[src/rtl/shift_rx8.sv]
// rtl/shift_rx8.sv - serial-in/parallel-out receiver with valid/ready word output
module shift_rx8 #(
    parameter int WIDTH     = 8,
    parameter bit MSB_FIRST = 1'b1
) (
    input  logic             clk,
    input  logic             rst_n,
    input  logic             s_valid,
    input  logic             s_in,
    input  logic             frame_clr,
    output logic [WIDTH-1:0] q,
    output logic             q_valid,
    input  logic             q_ready,
    output logic             busy,
    output logic             overrun,
    input  logic             overrun_clr
);

    localparam int            CW   = $clog2(WIDTH);
    localparam logic [CW-1:0] LAST = CW'(WIDTH - 1);

    typedef enum logic {
        IDLE  = 1'b0,
        SHIFT = 1'b1
    } state_t;

    state_t           state_q, state_nxt;
    logic [CW-1:0]    count_q, count_nxt;
    logic [WIDTH-1:0] sr_q, sr_nxt;
    logic [WIDTH-1:0] sr_shifted;
    logic [WIDTH-1:0] q_nxt;
    logic             q_valid_nxt;
    logic             overrun_nxt;
    logic             take_bit;
    logic             complete;
    logic             slot_free;
    logic             load_word;
    logic             drop_word;

    // Shift the incoming bit in from the side that matches the link's bit order
    always_comb begin
        sr_shifted = sr_q;
        if (MSB_FIRST) begin
            sr_shifted = {sr_q[WIDTH-2:0], s_in};
        end else begin
            sr_shifted = {s_in, sr_q[WIDTH-1:1]};
        end
    end

    // Word-completion and output-slot handshake decode; an abort suppresses completion
    always_comb begin
        take_bit  = s_valid && !frame_clr;
        complete  = take_bit && (count_q == LAST);
        slot_free = !q_valid || q_ready;
        load_word = complete && slot_free;
        drop_word = complete && !slot_free;
    end

    // Next-state: bit counter/FSM, shift register, output slot and sticky overrun
    always_comb begin
        state_nxt   = state_q;
        count_nxt   = count_q;
        sr_nxt      = sr_q;
        q_nxt       = q;
        q_valid_nxt = q_valid;
        overrun_nxt = overrun;

        if (frame_clr) begin
            count_nxt = '0;
            sr_nxt    = '0;
        end else if (s_valid) begin
            sr_nxt = sr_shifted;
            if (complete) begin
                count_nxt = '0;
            end else begin
                count_nxt = count_q + CW'(1);
            end
        end

        state_nxt = (count_nxt != '0) ? SHIFT : IDLE;

        if (load_word) begin
            q_nxt       = sr_shifted;
            q_valid_nxt = 1'b1;
        end else if (q_valid && q_ready) begin
            q_valid_nxt = 1'b0;
        end

        // A drop in the same cycle as a clear request keeps the flag set
        if (drop_word) begin
            overrun_nxt = 1'b1;
        end else if (overrun_clr) begin
            overrun_nxt = 1'b0;
        end
    end

    // State registers with asynchronous clear
    always_ff @(posedge clk or negedge rst_n) begin
        if (!rst_n) begin
            state_q <= IDLE;
            count_q <= '0;
            sr_q    <= '0;
            q       <= '0;
            q_valid <= 1'b0;
            overrun <= 1'b0;
        end else begin
            state_q <= state_nxt;
            count_q <= count_nxt;
            sr_q    <= sr_nxt;
            q       <= q_nxt;
            q_valid <= q_valid_nxt;
            overrun <= overrun_nxt;
        end
    end

    assign busy = (state_q == SHIFT);

endmodule
[config.mk]
export PLATFORM = sky130hd
export DESIGN_NAME = shift_rx8
export DESIGN_NICKNAME = d
export VERILOG_FILES = /design/src/rtl/shift_rx8.sv
export SDC_FILE = /design/constraint.sdc
export NUM_CORES = 1
export LEC_CHECK = 0
export BUFFER_PORTS_ARGS = -buffer_cell sky130_fd_sc_hd__buf_2
export CELL_PAD_IN_SITES_DETAIL_PLACEMENT = 1
export CELL_PAD_IN_SITES_GLOBAL_PLACEMENT = 2
export CORE_MARGIN = 2
export CORE_UTILIZATION = 38
export DETAILED_ROUTE_END_ITERATION = 12
export PLACE_DENSITY = 0.81
export REMOVE_ABC_BUFFERS = 1
export SLEW_MARGIN = 20
export SYNTH_ARGS = -nofsm -noshare
export SYNTH_HDL_FRONTEND = slang
export SYNTH_SLANG_ARGS = --single-unit
[constraint.sdc]
create_clock -name clk -period 3 [get_ports clk]
set_input_delay 0.15 -clock clk [delete_from_list [all_inputs] [get_ports clk]]
set_output_delay 0.15 -clock clk [all_outputs]
set_load 0.02 [all_outputs]
==> summary.txt <==
==================================================================================
Outcome                                                                  completed
Sequential area share after synthesis                                       56.60%
Max-slew violation count                                                         0
Floorplan die area                                                        2855 µm²
Most prevalent standard cell on the critical path                     sky130_fd_sc_hd__ha_1
Global route overflow                                                            0
Post-synthesis instance area                                             928.4 µm²
Number of cells on the worst reg-to-reg path                                     5
Hold Vio Cnt, Final                                                              0
Vias post-DR                                                                   563
Wire length of the first global-routing pass                              2.780 mm
Startpoint of the lowest-slack register-to-register path                count_q[0]
# nets final                                                                    97
Max incr delay on CP                                                       0.44 ns
Worst-Skew Late Latency                                                    0.29 ns
Post-synth top area cell                                              sky130_fd_sc_hd__dfrtp_1
WL per Instance                                                           14.56 µm
Vertical die dimension                                                    53.43 µm
Fill cell instance count of the final layout                                   249
Cells after synthesis                                                           68
Number of synthesis warnings                                                     0
Slowest stage cell on the critical path                               sky130_fd_sc_hd__dfrtp_1
Max VDD drop                                                              212.9 µV
Number of buffers inserted by port buffering                                    17
Endpoint class of the critical path                                           flop
Overall routing resource usage                                              13.90%
Final cell utilization of the core                                          46.73%
Met2 capacity usage during global routing                                   25.31%
Drt pass-1 iters                                                                 4
Clock tree from TritonCTS                                                     done
DRT iter0 DRCs                                                                   2
CTS H-tree depth                                                                 1
Count of cell types in the netlist                                              21
Final setup violation count                                                      0
Number of antenna violations at the first check in global routing                0
Clock Tree Root                                                       sky130_fd_sc_hd__clkbuf_4
Max Freq                                                                0.5695 GHz
Average vias per placed instance                                             4.896
Signal arrival time at the worst endpoint                                  1.94 ns
Number of post-CTS setup repair buffers                                          0
Worst Hold Path EP                                                         overrun
GR Layer Usage met3                                                         2.542%
Die outline width                                                         53.43 µm
Grt met1 use                                                                15.89%
Critical path fanouts, max                                                       8
List of cells traversed by the critical path                          ha_1 -> ha_1 -> nand3b_2 -> nor2b_4 -> mux2_4
Worst min-delay path category                                               in2reg
Register bit total from synthesis                                               21
Final ANT Viol Nets                                                              0
Via count of the first global-routing pass                                     614
# IOs                                                                           18
Combined buffer and inverter count along the critical path                       0
# rows                                                                          17
Area of the core                                                          2255 µm²
Final weighted congestion in routability-driven placement                   0.6672
Hold path depth                                                                  2
Count of inserted antenna diode cells                                            0
Initial Utilization                                                         41.18%
CP Launch Type                                                                flop
Maximum clock insertion buffer count                                             2
Setup total negative slack                                                    0 ns
Worst hold margin                                                       0.03469 ns
Most area-consuming cells after synthesis                             sky130_fd_sc_hd__dfrtp_1, sky130_fd_sc_hd__mux2_4, sky130_fd_sc_hd__mux2i_1, sky130_fd_sc_hd__nor2_1, sky130_fd_sc_hd__ha_1
Data required time of the worst path                                       3.19 ns
DRC                                                                              0
Period Utilization, post-route                                              58.53%
Maximum number of pins on one net before global-route repair                    22
Ratio of total power to cell area                                     435.0 nW/µm²
Final wirelength                                                          1.674 mm
Inserted Clock Buffers                                                           3
Layout cell share with drive strength beyond 1                              37.93%
LEAKAGE                                                                  0.5754 nW
Slew of the pin with the lowest slew margin                              0.4625 ns
Category of the most critical setup path                                   reg2reg
Signed area change from the synthesized netlist to the final layout         13.48%
Register-to-register setup slack                                           1.24 ns
Proportion of netlist area held by the largest area contributor             56.60%
Max_cap viols                                                                    0
Syn_area_per_cell                                                        13.65 µm²
DPL Wire Length                                                           1.238 mm
Headroom to the max-slew limit                                              69.17%
Worst R2R End                                                                 q[2]
Sinks on Clock Net                                                              21
Post-route minimum period                                                 1.756 ns
CTS clock-pin slew for the worst setup and hold paths                      0.12 ns
Unrepaired setup endpoints after global routing                                 no
HP Start                                                               overrun_clr
Gate family responsible for the most delay along the worst path       simple AND/OR/NAND/NOR gates
Worst clock skew                                                       0.003900 ns
Global-route layer with the greatest usage                                    met2
==================================================================================
[cells in the final DEF, fill, tap and decap left out]
cell type / n
sky130_fd_sc_hd__a21oi_1: 3
sky130_fd_sc_hd__buf_2: 17
sky130_fd_sc_hd__clkbuf_4: 3
sky130_fd_sc_hd__clkinv_1: 1
sky130_fd_sc_hd__clkinv_2: 1
sky130_fd_sc_hd__dfrtp_1: 21
sky130_fd_sc_hd__dlygate4sd3_1: 1
sky130_fd_sc_hd__ha_1: 2
sky130_fd_sc_hd__inv_1: 1
sky130_fd_sc_hd__inv_2: 1
sky130_fd_sc_hd__mux2_4: 8
sky130_fd_sc_hd__mux2i_1: 8
sky130_fd_sc_hd__nand2_1: 2
sky130_fd_sc_hd__nand2b_4: 1
sky130_fd_sc_hd__nand3b_2: 1
sky130_fd_sc_hd__nor2_1: 10
sky130_fd_sc_hd__nor2b_4: 1
sky130_fd_sc_hd__nor3b_1: 1
sky130_fd_sc_hd__nor4_1: 1
sky130_fd_sc_hd__o22ai_1: 1
sky130_fd_sc_hd__o31a_1: 1
sky130_fd_sc_hd__or3_1: 1
[through the flow]
step | instances | total power [mW] | worst slack [ns] | instance area (µm²)
floorplan | 65 | 0.3121 | 1.423 | 895.9
global placement | 110 | 0.3308 | 1.323 | 1016
detailed placement | 110 | 0.3323 | 1.255 | 1016
CTS | 115 | 0.4689 | 1.222 | 1054
global route | 115 | 0.4846 | 1.146 | 1054
finish | 115 | 0.4583 | 1.244 | 1054
[kinds of logic (layout without fill, tap and decap cells)]
group                      Yosys count  after routing  synth area share, %
AOI/OAI and AO/OA                    5              5                3.235
adders and majority gates            2              2                2.695
buffers and inverters                6             25                4.716
DFF                                 21             21                56.60
muxes                               16             16                21.56
and+or+nand+nor                     18             18                11.19
[flip-flops by register name (all words and copies together) (netlist names)]
register and cells:
q 8, sr_q 7, count_q 3, busy 1, overrun 1, q_valid 1
[area by class of cell]
cell class | count | area (µm²) | share of cell area (%)
Clock buffer | 3 | 22.52 | 2.138
Clock inverter | 1 | 5.005 | 0.4751
Inverter | 3 | 11.26 | 1.069
Multi-Input combinational cell | 41 | 359.1 | 34.09
Sequential cell | 21 | 525.5 | 49.88
Tap cell | 28 | 35.03 | 3.325
Timing Repair Buffer | 18 | 95.09 | 9.026
[power by group]
group | switching, mW | leakage, nW | internal (mW) | total (mW)
sequential | 0.00381 | 0.290 | 0.288 | 0.292
clock | 0.0820 | 0.0177 | 0.0495 | 0.131
combinational | 0.0211 | 0.268 | 0.0141 | 0.0351
total | 0.107 | 0.575 | 0.351 | 0.458
[worst max path at each step]
| stage | from | endpoint | cells after the start |
|---|---|---|---|
| after floorplan | count_q[0] | q[0] | 5 |
| after global placement | count_q[0] | q[3] | 5 |
| after detailed placement | count_q[0] | q[6] | 5 |
| after CTS | count_q[0] | q[2] | 5 |
| after global routing | count_q[0] | q[6] | 5 |
| final | count_q[0] | q[2] | 5 |
[timing repair]
action | CTS | global route
resized for setup | 0 | 0
hold buffers | 1 | 0
hold endpoints to repair | 21 | 0
[cell usage after synthesis]
cell type                  number
sky130_fd_sc_hd__nor2b_4        1
sky130_fd_sc_hd__clkinv_1       1
sky130_fd_sc_hd__nand2b_4       1
sky130_fd_sc_hd__buf_2          1
sky130_fd_sc_hd__inv_2          1
sky130_fd_sc_hd__inv_1          1
sky130_fd_sc_hd__ha_1           2
sky130_fd_sc_hd__buf_4          1
sky130_fd_sc_hd__o22ai_1        1
sky130_fd_sc_hd__buf_12         1
sky130_fd_sc_hd__mux2_4         8
sky130_fd_sc_hd__nor3b_1        1
sky130_fd_sc_hd__o31a_1         1
sky130_fd_sc_hd__nand2_1        2
sky130_fd_sc_hd__mux2i_1        8
sky130_fd_sc_hd__nor4_1         1
sky130_fd_sc_hd__nand3b_2       1
sky130_fd_sc_hd__or3_1          1
sky130_fd_sc_hd__a21oi_1        3
sky130_fd_sc_hd__dfrtp_1       21
sky130_fd_sc_hd__nor2_1        10
[routing by layer]
| metal | routed length [µm] | vias up |
|---|---|---|
| met5 | 0 | - |
| met4 | 17 | 0 |
| met3 | 65 | 2 |
| met2 | 842 | 11 |
| met1 | 749 | 283 |
| li1 | - | 267 |
Note: power is estimated with default switching activity, not from simulation.
